### src/rtl/lift_call_scheduler.sv
// SCAN call scheduler and motion/door sequencer for a single lift car.
// Latches calls, picks the next target floor, drives motor and door commands, and times the door dwell.
module lift_call_scheduler #(
  parameter int FLOORS = 8,
  parameter int FW     = 3,
  parameter int DWELL  = 16
) (
  input  logic              i_clk,
  input  logic              i_rst,
  input  logic [FLOORS-1:0] i_call,
  input  logic [FW-1:0]     i_floor_pos,
  input  logic              i_at_floor,
  input  logic              i_door_closed,
  input  logic              i_stop,
  output logic              o_motor_up,
  output logic              o_motor_down,
  output logic              o_door_open,
  output logic              o_dir_up,
  output logic [FW-1:0]     o_target,
  output logic [FLOORS-1:0] o_pending,
  output logic              o_busy
);

  localparam int CW = $clog2(DWELL);
  localparam logic [CW-1:0] DWELL_LOAD = CW'(DWELL - 1);

  localparam logic [2:0] S_IDLE  = 3'd0;
  localparam logic [2:0] S_PLAN  = 3'd1;
  localparam logic [2:0] S_MOVE  = 3'd2;
  localparam logic [2:0] S_OPEN  = 3'd3;
  localparam logic [2:0] S_DWELL = 3'd4;
  localparam logic [2:0] S_CLOSE = 3'd5;
  localparam logic [2:0] S_HALT  = 3'd6;

  logic [2:0]        r_state;
  logic [2:0]        w_next;
  logic [FLOORS-1:0] r_pending;
  logic [FLOORS-1:0] w_pending_next;
  logic [FLOORS-1:0] w_pos_onehot;
  logic [FLOORS-1:0] w_call_mask;
  logic [FLOORS-1:0] w_clr;
  logic [FW-1:0]     r_target;
  logic [FW-1:0]     w_target_next;
  logic              r_dir_up;
  logic              w_dir_next;
  logic [CW-1:0]     r_dwell;
  logic              r_motor_up;
  logic              r_motor_down;
  logic              r_door_open;
  logic              r_busy;
  logic              w_pos_valid;
  logic              w_pos_hit;
  logic              w_call_here;
  logic              w_above_any;
  logic              w_below_any;
  logic [FW-1:0]     w_above_idx;
  logic [FW-1:0]     w_below_idx;

  // A floor index beyond the shaft selects no bit, so it can neither stop the car nor clear a call.
  assign w_pos_valid = (int'(i_floor_pos) < FLOORS);

  always_comb begin
    w_pos_onehot = '0;
    for (int i = 0; i < FLOORS; i++) begin
      if (w_pos_valid && (int'(i_floor_pos) == i)) w_pos_onehot[i] = 1'b1;
    end
  end

  assign w_pos_hit   = i_at_floor & (|(r_pending & w_pos_onehot));
  assign w_call_here = |(i_call & w_pos_onehot);

  // Nearest pending floor on each side: lowest one above, highest one below.
  always_comb begin
    w_above_any = 1'b0;
    w_above_idx = '0;
    w_below_any = 1'b0;
    w_below_idx = '0;
    for (int i = FLOORS - 1; i >= 0; i--) begin
      if (r_pending[i] && (i > int'(i_floor_pos))) begin
        w_above_any = 1'b1;
        w_above_idx = FW'(i);
      end
    end
    for (int i = 0; i < FLOORS; i++) begin
      if (r_pending[i] && (i < int'(i_floor_pos))) begin
        w_below_any = 1'b1;
        w_below_idx = FW'(i);
      end
    end
  end

  always_comb begin
    w_next        = r_state;
    w_target_next = r_target;
    w_dir_next    = r_dir_up;
    if (i_stop) begin
      w_next = S_HALT;
    end else begin
      case (r_state)
        S_IDLE: if (|r_pending) w_next = S_PLAN;
        S_PLAN: begin
          if (~|r_pending) begin
            w_next = S_IDLE;
          end else if (w_pos_hit) begin
            w_target_next = i_floor_pos;
            w_next        = S_OPEN;
          end else if (i_door_closed) begin
            w_next = S_MOVE;
            if (r_dir_up ? w_above_any : !w_below_any && w_above_any) begin
              w_dir_next    = 1'b1;
              w_target_next = w_above_idx;
            end else if (w_below_any) begin
              w_dir_next    = 1'b0;
              w_target_next = w_below_idx;
            end else begin
              // Only the current floor is pending but the car is not aligned: creep on in the current direction.
              w_target_next = i_floor_pos;
            end
          end
        end
        S_MOVE: begin
          if (w_pos_hit) begin
            w_target_next = i_floor_pos;
            w_next        = S_OPEN;
          end else if (!i_door_closed) begin
            w_next = S_HALT;
          end
        end
        S_OPEN:  w_next = S_DWELL;
        S_DWELL: if (!w_call_here && (r_dwell == '0)) w_next = S_CLOSE;
        S_CLOSE: if (i_door_closed) w_next = S_PLAN;
        S_HALT:  if (i_door_closed) w_next = S_PLAN;
        default: w_next = S_IDLE;
      endcase
    end
  end

  // A call for the open floor during dwell only extends the dwell; it is never latched.
  assign w_call_mask    = i_call & ~((r_state == S_DWELL) ? w_pos_onehot : '0);
  assign w_clr          = (r_state == S_OPEN) ? w_pos_onehot : '0;
  assign w_pending_next = (r_pending | w_call_mask) & ~w_clr;

  always_ff @(posedge i_clk) begin
    if (!i_rst) begin
      r_state      <= S_IDLE;
      r_pending    <= '0;
      r_target     <= '0;
      r_dir_up     <= 1'b1;
      r_dwell      <= '0;
      r_motor_up   <= 1'b0;
      r_motor_down <= 1'b0;
      r_door_open  <= 1'b0;
      r_busy       <= 1'b0;
    end else begin
      r_state      <= w_next;
      r_pending    <= w_pending_next;
      r_target     <= w_target_next;
      r_dir_up     <= w_dir_next;
      r_motor_up   <= (w_next == S_MOVE) && w_dir_next;
      r_motor_down <= (w_next == S_MOVE) && !w_dir_next;
      r_door_open  <= (w_next == S_OPEN) || (w_next == S_DWELL);
      r_busy       <= (w_next != S_IDLE);
      if ((r_state == S_OPEN) || ((r_state == S_DWELL) && w_call_here)) begin
        r_dwell <= DWELL_LOAD;
      end else if ((r_state == S_DWELL) && (r_dwell != '0)) begin
        r_dwell <= r_dwell - CW'(1);
      end
    end
  end

  assign o_motor_up   = r_motor_up;
  assign o_motor_down = r_motor_down;
  assign o_door_open  = r_door_open;
  assign o_dir_up     = r_dir_up;
  assign o_target     = r_target;
  assign o_pending    = r_pending;
  assign o_busy       = r_busy;

endmodule
### config.mk
export PLATFORM = sky130hd
export DESIGN_NAME = lift_call_scheduler
export DESIGN_NICKNAME = d
export VERILOG_FILES = /design/src/rtl/lift_call_scheduler.sv
export SDC_FILE = /design/constraint.sdc
export NUM_CORES = 1
export LEC_CHECK = 0
export CAP_MARGIN = 20
export CORE_ASPECT_RATIO = 1.2
export CORE_MARGIN = 4
export CORE_UTILIZATION = 30
export DETAILED_ROUTE_END_ITERATION = 10
export MAX_ROUTING_LAYER = met4
export PLACE_DENSITY_LB_ADDON = 0.25
export SYNTH_ARGS = -nofsm -noshare
export SYNTH_HDL_FRONTEND = slang
export SYNTH_SLANG_ARGS = --single-unit
export TNS_END_PERCENT = 5
### constraint.sdc
create_clock -name i_clk -period 3.6 [get_ports i_clk]
set_clock_uncertainty 0.1 [all_clocks]
set_input_delay 0.54 -clock i_clk [delete_from_list [all_inputs] [get_ports i_clk]]
set_output_delay 0.54 -clock i_clk [all_outputs]
set_load 0.03 [all_outputs]
==> results by stage, run 1 <==
Critical path:
- The startpoint identified for the worst register-to-register timing path is o_pending[5]$_SDFF_PN0_.
- Data arrives at the worst endpoint at 3.09 ns.
- The cell count of the worst reg-to-reg path is 7.
- STA classifies the critical path startpoint as a primary input.
- The worst register-to-register path ends at o_target[2]$_SDFFE_PN0P_.
- Across all register-to-register paths, the minimum setup slack is 1.31 ns.
- The critical path is of the in2reg type.
- The endpoint required time on the critical path is 3.66 ns.
- In this run the worst path has a maximum fanout of 15.
- The kind of end point of the critical path is a flip-flop.

Die:
- The initial cell density of the core is 31.3%.
- 32 I/O pins were placed.
- The die height is 90.0 microns.
- The die width is 76.3 microns.
- The floorplan has 29 rows.
- The placeable core region is 5370 sq um.
- The floorplan step defined a die boundary enclosing 6870 sq um.

Yosys:
- In this run, distinct cell masters in the synthesized netlist total 62.
- In the synthesized netlist the dominant register cell turns out to be sky130_fd_sc_hd__dfxtp_1.
- The register area share after synthesis is 27.4%.
- In this run the mean area of a mapped cell was 7.57 sq um.
- The number of flops mapped to enable cells by yosys is 0.
- The share of synthesized registers carrying an async set or reset is 0%.
- The gate count after technology mapping is 222.
- The Yosys step of the flow raised 0 warnings.
- The number of flip-flops and latches in the synthesized netlist is 23.
- The post-synth design cell area is 1680 sq um.
- The synthesized netlist net count is 239.

Timing:
- The upper clock frequency limit is 331 MHz.
- Setup violations remaining at the end of the flow were counted as 0.
- For the pin with the worst max-slew slack, the measured transition is 0.649 ns.
- Adding up every negative setup slack in the final design gives 0 ns.
- In this run the tightest slew margin relative to its limit is 56.6%.
- The final count of pins violating max slew came to 0.
- After layout, the worst path uses 84.0% of the clock period.
- Setup repair after global routing left no endpoint under its margin.
- The number of failing hold endpoints at the final stage is 0.
- The minimum period implied by the final worst setup slack is 3.02 ns.

Place:
- The wire-length estimate of the detail-placed layout is 3.69 mm.
- The number of placed instances with taps included is 309.
- In this run the tool buffered the top-level ports with 31 buffer cells.
- The area of placed instances is 2030 sq um.
- The routability-driven placement congestion ratio is 0.934.

Routing:
- The average wire per standard cell is 15.9 microns.
- The DRC violation total after the first TritonRoute iteration is 154.
- The count of nets left with antenna violations once routing finished came out at 0.
- The number of DRC violations after detailed routing is 0.
- The routed design has 4.98 mm of wire.
- The detailed-route via count is 1,801.
- The detail-routed via count per cell is 5.75.
- For this run, the detailed router's first-pass iteration total came to 6.

Clocking:
- The number of resized instances in the post-cts repair step is 0.
- The clock slew seen by the registers of the worst setup and hold paths is 0.09 ns.
- The maximum root-to-sink buffer count is 2.
- The number of clock buffers inserted by TritonCTS is 3.
- CTS built an H-tree with a depth of 1.
- The clock reaches the later pin of the worst-skew pair after 0.26 ns.
- Buffers inserted to repair hold after CTS numbered 0.
- Clock tree synthesis selected as its root buffer the cell sky130_fd_sc_hd__clkbuf_8.
- The count of clock tree sinks is 23.
- The post-CTS setup-driven buffer insertion count is 0.
- TritonCTS built the clock tree.

Global routing:
- The first global-routing pass estimated 8.22 mm of wire.
- The overall overflow remaining after global route is 0.
- Global routing consumed, over all layers together, 14.7% of the routing resources.
- The via count of the first global-routing pass came to 1,717.
- Entering global routing, the biggest net connects 18 pins.
- The initial antenna violation count is 0.

Worst hold path:
- The cell depth of the worst hold path is 2.
- In this run the most critical hold path is launched from o_target[0]$_SDFFE_PN0P_.
- The worst hold path belongs to the class reg2reg.
- For hold timing, the worst endpoint is o_target[0]$_SDFFE_PN0P_.

Cells and area:
- The area of the multi-input gates is 1110 sq um.
- The number of nets in the finished design is 269.
- Relative to the synthesized area, the layout overhead comes to 23.5%.
- The final antenna diode count is 0.
- The most common cell after layout, fill and taps aside is sky130_fd_sc_hd__clkdlybuf4s50_1.
- In the layout the commonest cells are 31 x sky130_fd_sc_hd__clkdlybuf4s50_1, 25 x sky130_fd_sc_hd__a21oi_1, 24 x sky130_fd_sc_hd__nand2_1.
- Across the whole layout, storage elements account for 460 sq um.
- After filler insertion, the fill cell instance count of the layout stands at 590.
- The proportion of layout cells with a drive suffix above 1 is 9.56%.
- Leaving out filler cells and counting taps, the final layout contains 313.
- The finished cells cover 2080 sq um.

Pwr:
- Sequential cells burn 41.9% of the power.
- Of the total power, the clock network draws 22.8%.
- Power spread over the standard cell area amounts to 351 nW/um^2.
- For this design the static power due to leakage is 0.744 nW.
- The internal power is 0.000468 W.
- Of the total power, the share spent switching nets is 35.8%.
- The power spent charging and discharging nets is 0.000261 W.
- The maximum resistive drop on vdd is 0.000143 V.
- The share of total power dissipated in combinational logic is 35.3%.

Flow run:
- The tool flagged a number of max-cap violations equal to 0.

Outcome:
- The run finished with clean final reports.
==> cells in the mapped netlist, types with 3 or more instances <==
master | count | area share [%]
sky130_fd_sc_hd__clkbuf_1 | 3 | 0.67
sky130_fd_sc_hd__dfxtp_1 | 23 | 27
sky130_fd_sc_hd__a21oi_1 | 25 | 7.4
sky130_fd_sc_hd__nand2_1 | 24 | 5.4
sky130_fd_sc_hd__mux2_2 | 4 | 2.7
sky130_fd_sc_hd__o21a_1 | 3 | 1.3
sky130_fd_sc_hd__a22oi_1 | 3 | 1.3
sky130_fd_sc_hd__nand2b_1 | 4 | 1.5
sky130_fd_sc_hd__o21bai_1 | 3 | 1.3
sky130_fd_sc_hd__nand3_1 | 5 | 1.5
sky130_fd_sc_hd__nor2b_1 | 5 | 1.9
sky130_fd_sc_hd__a211oi_1 | 4 | 1.8
sky130_fd_sc_hd__inv_1 | 11 | 2.5
sky130_fd_sc_hd__buf_6 | 3 | 2.0
sky130_fd_sc_hd__nor2_1 | 21 | 4.7
sky130_fd_sc_hd__nand3b_1 | 3 | 1.3
sky130_fd_sc_hd__o21ai_0 | 22 | 6.6
sky130_fd_sc_hd__buf_2 | 3 | 0.89
==> power groups by stage <==
| stage | logic (W) | clock network (W) | registers [W] |
|---|---|---|---|
| CTS | 0.000257 | 0.000171 | 0.000306 |
| global route | 0.000282 | 0.000181 | 0.000310 |
| detailed placement | 0.000256 | 0 | 0.000311 |
| global placement | 0.000256 | 0 | 0.000311 |
| finish | 0.000258 | 0.000166 | 0.000305 |
| floorplan | 0.000164 | 0 | 0.000321 |
==> routing by layer <==
metal	global-route usage (%)	vias up	share of wire [%]
met2	22.9	74	44
met5	-	-	0
met1	19.8	849	48
li1	-	872	-
met3	2.40	6	6.4
met4	4.08	0	1.2
==> area by class of cell <==
class / count / share of cell area [%]
Inverter: 13 / 2.35
Sequential cell: 23 / 22.2
Tap cell: 62 / 3.74
Clock buffer: 4 / 2.17
Multi-Input combinational cell: 177 / 53.5
Timing Repair Buffer: 34 / 16.0
==> metrics by stage <==
stage | total power, W | util, % | hold slack, ns | worst slack [ns]
4_1_cts | 0.000733 | 38.7 | 0.408 | 0.623
3_3_place_gp | 0.000568 | 37.8 | 0.397 | 0.283
5_1_grt | 0.000773 | 38.7 | 0.431 | 0.422
3_5_place_dp | 0.000566 | 37.8 | 0.384 | 0.340
6_report | 0.000730 | 38.7 | 0.402 | 0.575
2_1_floorplan | 0.000486 | - | 0.425 | 1.32
==> worst max-delay path by stage <==
stage                               end                    start  cells after the start  slack [ns]
2_1_floorplan  o_target[2]$_SDFFE_PN0P_  o_pending[1]$_SDFF_PN0_                      8        1.32
3_3_place_gp   o_target[2]$_SDFFE_PN0P_           i_floor_pos[1]                      8        0.28
3_5_place_dp   o_target[2]$_SDFFE_PN0P_           i_floor_pos[1]                      8        0.34
4_1_cts        o_target[2]$_SDFFE_PN0P_           i_floor_pos[1]                      8        0.62
5_1_grt        o_target[2]$_SDFFE_PN0P_           i_floor_pos[1]                      8        0.42
6_report       o_target[2]$_SDFFE_PN0P_           i_floor_pos[1]                      8        0.58
==> logic make-up (layout without fill, tap and decap cells) <==
logic type / count (synthesis) / count (layout) / synth area share, %
AOI/OAI and AO/OA: 87 / 87 / 35.4
xor gates and xnor gates: 2 / 2 / 1.04
adders and majority gates: 1 / 1 / 0.744
buffers and inverters: 22 / 51 / 6.48
DFF: 23 / 23 / 27.4
muxes: 7 / 7 / 5.21
and+or+nand+nor: 80 / 80 / 23.8
==> worst max-delay path, stage by stage <==
cell,delay (ns)
sky130_fd_sc_hd__clkdlybuf4s50_1,0.65
sky130_fd_sc_hd__inv_1,0.41
sky130_fd_sc_hd__o22ai_1,0.22
sky130_fd_sc_hd__a221oi_2,0.46
sky130_fd_sc_hd__or2_4,0.22
sky130_fd_sc_hd__nor2b_1,0.15
sky130_fd_sc_hd__o21ai_0,0.11
sky130_fd_sc_hd__o311a_1,0.32
==> sequential cells by signal (all words and copies together), names as in the netlist <==
| signal | flops |
|---|---|
| r_dwell | 4 |
| o_dir_up | 1 |
| o_door_open | 1 |
| o_pending | 8 |
| o_motor_up | 1 |
| r_state | 3 |
| o_target | 3 |
| o_motor_down | 1 |
| o_busy | 1 |
No activity file was read; power rests on OpenSTA's default activity.
==> run 2, diff against run 1 <==
==> constraint.sdc (replaced) <==
create_clock -name i_clk -period 2.8 [get_ports i_clk]
set_clock_uncertainty 0.1 [all_clocks]
set_input_delay 0.42 -clock i_clk [delete_from_list [all_inputs] [get_ports i_clk]]
set_output_delay 0.42 -clock i_clk [all_outputs]
set_load 0.03 [all_outputs]
==> run 2 against run 1 <==
  * Cell count rose by 7.7%
  * Final area rose by 8.7%
  * Largest power group unchanged
  * Highest routed layer unchanged
  * Critical path depth rose by 1
  * Total power rose by 34%
==> results by stage, run 2 (synthesized netlist as in run 1, its figures left out) <==
Outcome:
- The flow ran to the end, and the final reports show no timing, DRC or antenna violations.

Critical path:
- Counting buffers and inverters, the worst setup path is 9 cells deep.
- In this design, the stage delay of the slowest critical-path cell is 0.65 ns.
- For the worst flop-to-flop path, the logic depth is 7.
- The worst setup slack for register-to-register paths is 0.53 ns.
- The launching element type of the critical path is a primary input.
- In this run the worst path has a maximum fanout of 10.
- STA classifies the critical path endpoint as a flip-flop.
- The buffer and inverter count on the worst path is 2.
- The worst register-to-register path ends at o_busy$_SDFF_PN0_.
- The kind of cell with the highest combined delay along the critical path is compound AO/OA/AOI/OAI gates.
- The worst setup path is of the in2reg kind.
- The data arrival time at the worst-slack endpoint is 2.64 ns.
- The launching element of the worst setup path is i_floor_pos[1].
- The end of the critical path is o_target[2]$_SDFFE_PN0P_.
- The endpoint required time on the critical path is 2.87 ns.
- Walking the worst path, the cells encountered are clkdlybuf4s50_1, buf_4, nand2_1, o221ai_1, a21oi_2, nor2_1, a32oi_2, or2_0, o311a_1.
- The library cell contributing the largest single delay on the critical path is sky130_fd_sc_hd__clkdlybuf4s50_1.
- The source of the worst register-to-register timing path is o_pending[1]$_SDFF_PN0_.

Pwr:
- Summed over all cells, the static leakage comes to 0.862 nW.
- The maximum resistive drop on vdd is 0.000206 V.
- Summing internal, switching and leakage power gives 0.000978 W.
- Dividing total power by cell area gives a power density of 433 nW/um^2.

Cells and area:
- The final antenna diode count is 0.
- In the layout the commonest cells are 31 x sky130_fd_sc_hd__clkdlybuf4s50_1, 27 x sky130_fd_sc_hd__buf_4, 25 x sky130_fd_sc_hd__a21oi_1.
- The most common cell after layout, fill and taps aside is sky130_fd_sc_hd__clkdlybuf4s50_1.
- The register with the most flip-flops in the layout has 8 of them.
- The number of nets in the finished design is 293.
- Relative to the synthesized area, the layout overhead comes to 34.3%.
- The post-route netlist has 17.8% of its cells at a drive strength greater than 1.
- Excluding fillers, the count of instances in the completed layout stands at 337.

Place:
- The routability-driven placement congestion ratio is 0.918.
- Input and output buffers added on the ports amount to 31.
- Counting tap cells, the placed design contains a total of 333 instances.
- The wire-length estimate of the detail-placed layout is 4.00 mm.
- The worst slack after detailed placement is -0.0242 ns.

Die:
- The die height is 90.0 microns.
- The count of standard-cell rows is 29.
- The die width is 76.3 microns.
- The area enclosed by the die boundary is 6870 sq um.
- During I/O placement, the number of pins put on the boundary was 32.
- The initial cell density of the core is 31.3%.
- The placeable core region is 5370 sq um.

Timing:
- The minimum period implied by the final worst setup slack is 2.57 ns.
- The final count of negative-setup-slack endpoints is 0.
- Setup repair after global routing left no endpoint under its margin.
- The number of failing hold endpoints at the final stage is 0.
- The fraction of the cycle the final worst path needs is 91.6%.
- In the post-route analysis, the smallest setup slack over all paths is 0.234 ns.
- The final count of pins violating max slew came to 0.
- The upper clock frequency limit is 390 MHz.
- The tightest hold margin is 0.407 ns.
- Measured against its own limit, the worst slew margin works out to 65.6%.
- At the pin with the least slew margin, the transition time is 0.511 ns.

Global routing:
- The first-pass GRT wire length is 8.85 mm.
- The initial antenna violation count came to 0.
- The pin count of the biggest net entering global routing is 14.
- The via count of the first global-routing pass is 1,851.
- The overall overflow remaining after global route is 0.
- The aggregate global-route resource usage is 16.0%.

Clocking:
- The number of clock buffers inserted by TritonCTS is 3.
- The clock slew seen by the registers of the worst setup and hold paths is 0.09 ns.
- The count of clock tree sinks is 23.
- The longest clock path from root to sink contains 2 buffers.
- CTS built an H-tree with a depth of 1.
- The number of resized instances in the post-cts repair step is 0.
- The number of buffers inserted for hold repair after clock tree synthesis is 0.
- The TritonCTS clock tree is yes.
- CTS placed an instance of sky130_fd_sc_hd__clkbuf_8 at the clock tree root.
- The later-pin clock latency in the skew report is 0.27 ns.
- In this run the post-CTS setup repair buffer count came out at 0.

Routing:
- The final route contains 1,838 vias.
- The total wire length after detailed routing is 5.18 mm.
- The number of detailed-routing iterations run before antenna repair is 4.
- In the routed layout, each cell is associated on average with a via count of 5.45.
- Dividing the detail-routed wire length by the instance count gives 15.4 microns.
- The detail route stage leaves a number of antenna-violating nets equal to 0.
- The DRC violation total after the first TritonRoute iteration is 164.
- The number of DRC violations after detailed routing is 0.

Flow run:
- Max-cap violations in this run came to 0.

Worst hold path:
- The worst min-delay path category is reg2reg.
- The startpoint of the tightest hold check path is o_target[0]$_SDFFE_PN0P_.
- The cell depth of the worst hold path is 2.
-- run 2: cell type report --
class | instances | area (sq um)
clock inverter | 1 | 5.00
timing repair buffer | 58 | 513
multi-input combinational | 177 | 1110
tap | 62 | 77.6
inverter | 13 | 48.8
clock buffer | 3 | 41.3
fill | 571 | 3110
sequential | 23 | 460
-- run 2: routing by layer --
| layer | wire length, microns | part of all wire (%) | vias to the layer above | track usage, % |
|---|---|---|---|---|
| li1 | - | - | 922 | - |
| met1 | 2460 | 48 | 847 | 20.7 |
| met2 | 2360 | 45 | 57 | 24.8 |
| met3 | 245 | 4.7 | 12 | 2.90 |
| met4 | 116 | 2.2 | 0 | 5.74 |
| met5 | 0 | 0 | - | - |
-- run 2: report_power, final --
| group | internal (W) | switching [W] |
|---|---|---|
| registers | 0.000356 | 0.0000361 |
| logic | 0.000172 | 0.000194 |
| clock network | 0.0000997 | 0.000120 |
-- run 2: worst register-to-register path, cell delays in order (launching register included) --
cell and delay [ns]:
sky130_fd_sc_hd__dfxtp_1 0.41, sky130_fd_sc_hd__nor4_1 0.52, sky130_fd_sc_hd__a41oi_1 0.34, sky130_fd_sc_hd__a22oi_1 0.23
sky130_fd_sc_hd__a211oi_1 0.11, sky130_fd_sc_hd__nor2_1 0.22, sky130_fd_sc_hd__nand2_1 0.08, sky130_fd_sc_hd__o21a_1 0.17
-- run 2: worst min path at each step --
stage | endpoint
final | o_target[0]$_SDFFE_PN0P_
after global routing | o_target[0]$_SDFFE_PN0P_
after CTS | o_target[0]$_SDFFE_PN0P_
after detailed placement | o_target[0]$_SDFFE_PN0P_
after global placement | o_target[0]$_SDFFE_PN0P_
after floorplan | r_dwell[1]$_SDFFE_PN0P_
-- run 2: per-stage QoR --
| stage | TNS, ns | utilization [%] | instance area (sq um) |
|---|---|---|---|
| after floorplan | 0 | - | 1680 |
| after global placement | 0 | 41.2 | 2210 |
| after detailed placement | -0.0242 | 41.2 | 2210 |
| after CTS | 0 | 42.0 | 2260 |
| after global routing | 0 | 42.0 | 2260 |
| final | 0 | 42.0 | 2260 |
==> edit 1, RTL diff (settings of run 2) <==
Reset style: asynchronous (`i_rst`), changed in one clocked block.
--- a/src/rtl/lift_call_scheduler.sv
+++ b/src/rtl/lift_call_scheduler.sv
@@ -141,5 +141,5 @@
   assign w_pending_next = (r_pending | w_call_mask) & ~w_clr;
 
-  always_ff @(posedge i_clk) begin
+  always_ff @(posedge i_clk or negedge i_rst) begin
     if (!i_rst) begin
       r_state      <= S_IDLE;
Check against the original RTL: differs if i_rst is asserted again (counterexample within 4 cycles, from zero or initial values and one cycle with i_rst low); with i_rst held inactive, the same outputs for 10 cycles.
==> edit 1 against run 2 <==
- combinational power rose by 43%
- sequential power is 14% higher
- first-iteration DRC count down 37%
- power increased by 21%
- setup slack better by 0.035 ns
- final area is 7.6% higher
- sequential cell count unchanged
- wire length decreased by 0.14%
- area after synthesis rose by 6.5%
- largest power group is now combinational cells
==> edit 1: results (changes against run 2) <==
Run status
Result of the run: finished clean (unchanged).

CTS
The count of H-tree levels built during CTS came to 1 (unchanged). The post-CTS setup repair buffer count is 0 (unchanged). The clock insertion delay at the later pin of the skew report came to 0.27 ns (about the same). The clock root buffer is clkbuf_8 (unchanged).

The TritonCTS buffer count is 3 (unchanged). The clock edge transition at the registers on the reported setup and hold paths was 0.09 ns (about the same). The maximum buffer depth of the clock tree came to 2 (unchanged).

Final layout
The number of nets in the finished design is 285 (was 293). The ratio of cells with drive above 1 in the final layout is 0.236 (was 0.178). The diode insertion count for antenna repair came to 0 (unchanged).

The number of flip-flops in the largest register is 8 (unchanged).

Route
The starting DRC count in detailed routing is 103 (was 164). The count of TritonRoute iterations in the first routing pass is 4 (unchanged). The routed wire length is 5170 microns (was 5180 microns).

The total via count after detailed routing is 1787 (was 1838).

Synthesis
The most instantiated flip-flop cell in the synthesis netlist is dfrtp_1 (was dfxtp_1). The count of distinct cell types in the synthesized netlist is 65 (was 62). Ranking of synthesized cells by instance count: a21oi_1, dfrtp_1, nor2_1 (was a21oi_1, nand2_1, dfxtp_1). Biggest area contributors in the synthesized netlist: dfrtp_1, a21oi_1, nor2_1 (was dfxtp_1, a21oi_1, o21ai_0). The part of the Yosys area used for sequential elements came to 0.322 (was 0.274). The fraction of registers with async set/reset is 1.00 (was 0). The total of warnings raised by yosys is 0 (unchanged). The post-synthesis net count is 226 (was 239).

Global routing
The largest net degree at the start of global routing came to 24 (was 14). The number of global-route vias before repair came to 1850 (was 1851). The all-layer global routing usage was 0.152 (was 0.160). The initial antenna violation count was 0 (unchanged). The global-route wire length before repair was 8760 microns (was 8850 microns).

STA
The actual transition at the worst max-transition pin was 0.515 ns (was 0.511 ns).

Power and ir drop
The peak supply drop was 0.348 mV (was 0.206 mV). The static leakage is 0.000983 uW (was 0.000862 uW).

Setup path
The maximum fanout encountered on the critical timing path is 8 (was 10). The data arrival time of the worst path is 2.59 ns (was 2.64 ns).

Place
The sum of net half-perimeters after detailed placement is 4060 microns (was 4000 microns). The placed cell area came to 2380 sq um (was 2210 sq um). The final weighted congestion in routability-driven placement is 0.873 (was 0.918). The count of port buffers added during placement came to 31 (unchanged).

Worst hold path
The worst hold path class is primary input to async pin (was flop to flop).
## edit 1: cell types whose count changed in the layout (fill, tap and decap cells not counted), sizes merged, moves of 7 or more
cell	delta
dfxtp	-23
nand2	-7
dfrtp	+22
a31oi	+11
buf	+7
o21ai	-8
## edit 1: cell families after synthesis
logic type	after synthesis	synth area share
multiplexers	7	0.0594
AND/OR/NAND/NOR	69	0.201
AO/OA/AOI/OAI	84	0.334
adder cells (fa/ha/maj)	2	0.0126
flip-flops	23	0.322
buffers and inverters	24	0.0699
## edit 1: what timing repair did
| item | CTS | global route |
|---|---|---|
| endpoints found under the setup margin | 0 | 3 |
| hold endpoints to repair | 0 | 0 |
| resized for setup | 0 | 1 |
## edit 1: metrics by stage
| stage | TNS, ns | worst slack, ns | power, uW | std cells | util |
|---|---|---|---|---|---|
| 5_1_grt | 0 | 0.151 | 1260 | 347 | 0.426 |
| 2_1_floorplan | 0 | 0.430 | 766 | 209 | - |
| 4_1_cts | 0 | 0.112 | 1200 | 347 | 0.425 |
| 3_3_place_gp | -0.552 | -0.149 | 975 | 343 | 0.417 |
| 3_5_place_dp | -0.681 | -0.174 | 979 | 343 | 0.417 |
| 6_report | 0 | 0.269 | 1190 | 347 | 0.426 |
## edit 1: worst max-delay path: stages
cell and delay, ns:
clkdlybuf4s50_1 0.56, and2_1 0.24, a221oi_2 0.31, o21ai_2 0.15, a21oi_1 0.20, o32a_4 0.19, inv_4 0.05, a31oi_4 0.17
mux2_4 0.31
## edit 1: power breakdown
group	internal [uW]	leakage [uW]	switching, uW
clock	99.6	0.0000255	117
sequential	389	0.000239	59.5
combinational	252	0.000719	271
## edit 1: area by class of cell
| cell class | count | area (sq um) |
|---|---|---|
| Sequential cell | 23 | 577 |
| Clock buffer | 3 | 41.3 |
| Inverter | 13 | 51.3 |
| Fill cell | 599 | 3280 |
| Clock inverter | 1 | 5.00 |
| Timing Repair Buffer | 65 | 568 |
| Tap cell | 80 | 100 |
| Multi-Input combinational cell | 162 | 1090 |
## edit 1: worst paths after layout
kind / startpoint / endpoint / slack (ns) / cells after the start
setup / recovery: i_floor_pos[2] / o_target[2] / 0.27 / 9
hold / removal: i_rst / o_target[1] / 0.39 / 2
setup reg to reg: o_pending[5] / o_target[2] / 0.35 / 8
hold reg to reg: o_target[0] / o_target[0] / 0.43 / 1
max in group asynchronous: i_rst / o_dir_up / 1.92 / 2
min in group i_clk: o_target[0] / o_target[0] / 0.43 / 1
## edit 1: layer usage
layer  share of wire  up-vias  global-route usage
li1                -      897                   -
met1            0.48      849               0.194
met2            0.48       37               0.253
met3           0.033        4              0.0185
met4          0.0079        0              0.0408
met5               0        -                   -
==> edit 2, RTL diff (flow settings as in run 2) <==
Without the edit above. Change the parameter `FLOORS` from 8 to 9.
--- a/src/rtl/lift_call_scheduler.sv
+++ b/src/rtl/lift_call_scheduler.sv
@@ -2,5 +2,5 @@
 // Latches calls, picks the next target floor, drives motor and door commands, and times the door dwell.
 module lift_call_scheduler #(
-  parameter int FLOORS = 8,
+  parameter int FLOORS = 9,
   parameter int FW     = 3,
   parameter int DWELL  = 16
Ports: changed (resized i_call and o_pending); port bits go from 32 to 34. The function was not compared with the original's and may differ.
==> edit 2 against run 2 <==
- global-route usage grew 0.11 points
- wire length grew 5.1%
- final area grew 8.2%
- area after synthesis grew 8.0%
- sequential share of layout area shrank 0.73 points
- setup slack lost 0.075 ns
- power grew 2.5%
- sequential cell count grew 1
- critical endpoint is now o_target[0]
- largest cell class unchanged
- largest power group unchanged
- highest routed layer unchanged
==> edit 2: results (changes against run 2) <==
Run status
Result of the run: finished clean (unchanged).

STA
The worst max-slew margin expressed relative to the limit is 0.652 (was 0.656).

Global routing
The number of global-route vias before repair was 1952 (was 1851). The met3 layer usage reported by global route was 0.0212 (was 0.0290). The all-layer global routing usage is 0.161 (was 0.160). The global routing usage on met2 is 0.258 (was 0.248).

The fraction of met1 tracks used by global routing is 0.202 (was 0.207).

Synthesis
Biggest area contributors in the synthesized netlist: dfxtp_1, o21ai_0, a21oi_1 (was dfxtp_1, a21oi_1, o21ai_0). The fraction of synthesized cell area in xor and xnor cells is 0 (was 0.0104). The proportion of netlist area held by the largest area contributor is 0.265 (was 0.274). The post-synthesis net count is 259 (was 239). The post-synthesis compound-gate area fraction came to 0.363 (was 0.354).

The multiplexer area fraction after synthesis is 0.0379 (was 0.0521). Ranking of synthesized cells by instance count: o21ai_0, a21oi_1, dfxtp_1 (was a21oi_1, nand2_1, dfxtp_1). The part of the Yosys area used for sequential elements is 0.265 (was 0.274).

Route
The wire length on met2 is 2590 microns (was 2360 microns). The via density per instance came to 5.39 (was 5.45). The starting DRC count in detailed routing is 162 (was 164). The wire length on met3 came to 230 microns (was 245 microns).

Setup path
The maximum fanout encountered on the critical timing path is 12 (was 10). The data arrival time of the worst path is 2.70 ns (was 2.64 ns). The internal reg-to-reg setup slack is 0.46 ns (was 0.53 ns). The destination of the worst register-to-register timing path is o_target[0] (was o_busy). The path depth of the worst reg2reg path is 8 (was 7).

Place
The sum of net half-perimeters after detailed placement is 4300 microns (was 4000 microns). The setup slack at placement is -0.108 ns (was -0.0242 ns). The count of port buffers added during placement came to 33 (was 31).

Final layout
The number of fillers in the final layout is 632 (was 571). The number of flip-flops in the largest register is 9 (was 8).

Power and ir drop
The internal power was 659 uW (was 628 uW). The sequential share of power is 0.399 (was 0.401). The clock network power share is 0.238 (was 0.224). The peak supply drop was 0.235 mV (was 0.206 mV).

Worst hold path
The source of the worst hold timing path is o_target[2] (was o_target[0]).
edit 2: cell count changes in the layout (fill, tap and decap cells not counted), moves of 3 or more:
cell      delta
nand2b_1     +5
inv_1        +7
mux2_2       -4
buf_4        -3
nand2_1     -13
nand3b_1     -3
nor2_1       -4
o21ai_0      +7
a21o_1       +3
a22oi_1      -3
nor3_1       +7
edit 2: per-stage QoR:
| stage | instance area [sq um] | instances | total power (uW) |
|---|---|---|---|
| 4_1_cts | 2400 | 369 | 1010 |
| 2_1_floorplan | 1820 | 241 | 626 |
| 6_report | 2440 | 371 | 1000 |
| 3_3_place_gp | 2350 | 365 | 758 |
| 3_5_place_dp | 2350 | 365 | 759 |
| 5_1_grt | 2440 | 371 | 1070 |
edit 2: timing repair:
action                                  4_1_cts  5_1_grt
gates resized for setup                       0        5
endpoints found under the setup margin        0        3
buffers inserted                              0        2
edit 2: worst min-delay path, cell delays in order, from the launching register on:
cell and delay (ns):
dfxtp_1 0.31, nand2_1 0.05, o22ai_1 0.07
edit 2: area by class of cell:
type | instances | share of cell area
Tap cell | 80 | 0.0410
Sequential cell | 24 | 0.197
Clock buffer | 4 | 0.0225
Inverter | 18 | 0.0277
Timing Repair Buffer | 57 | 0.209
Multi-Input combinational cell | 188 | 0.503
edit 2: how the worst min path moves through the flow:
| stage | to | cells after the start | slack (ns) |
|---|---|---|---|
| 6_report | o_target[2] | 2 | 0.39 |
| 5_1_grt | o_target[2] | 2 | 0.40 |
| 4_1_cts | o_target[2] | 2 | 0.39 |
| 2_1_floorplan | r_dwell[3] | 2 | 0.36 |
| 3_5_place_dp | o_target[2] | 2 | 0.38 |
| 3_3_place_gp | o_target[2] | 2 | 0.38 |
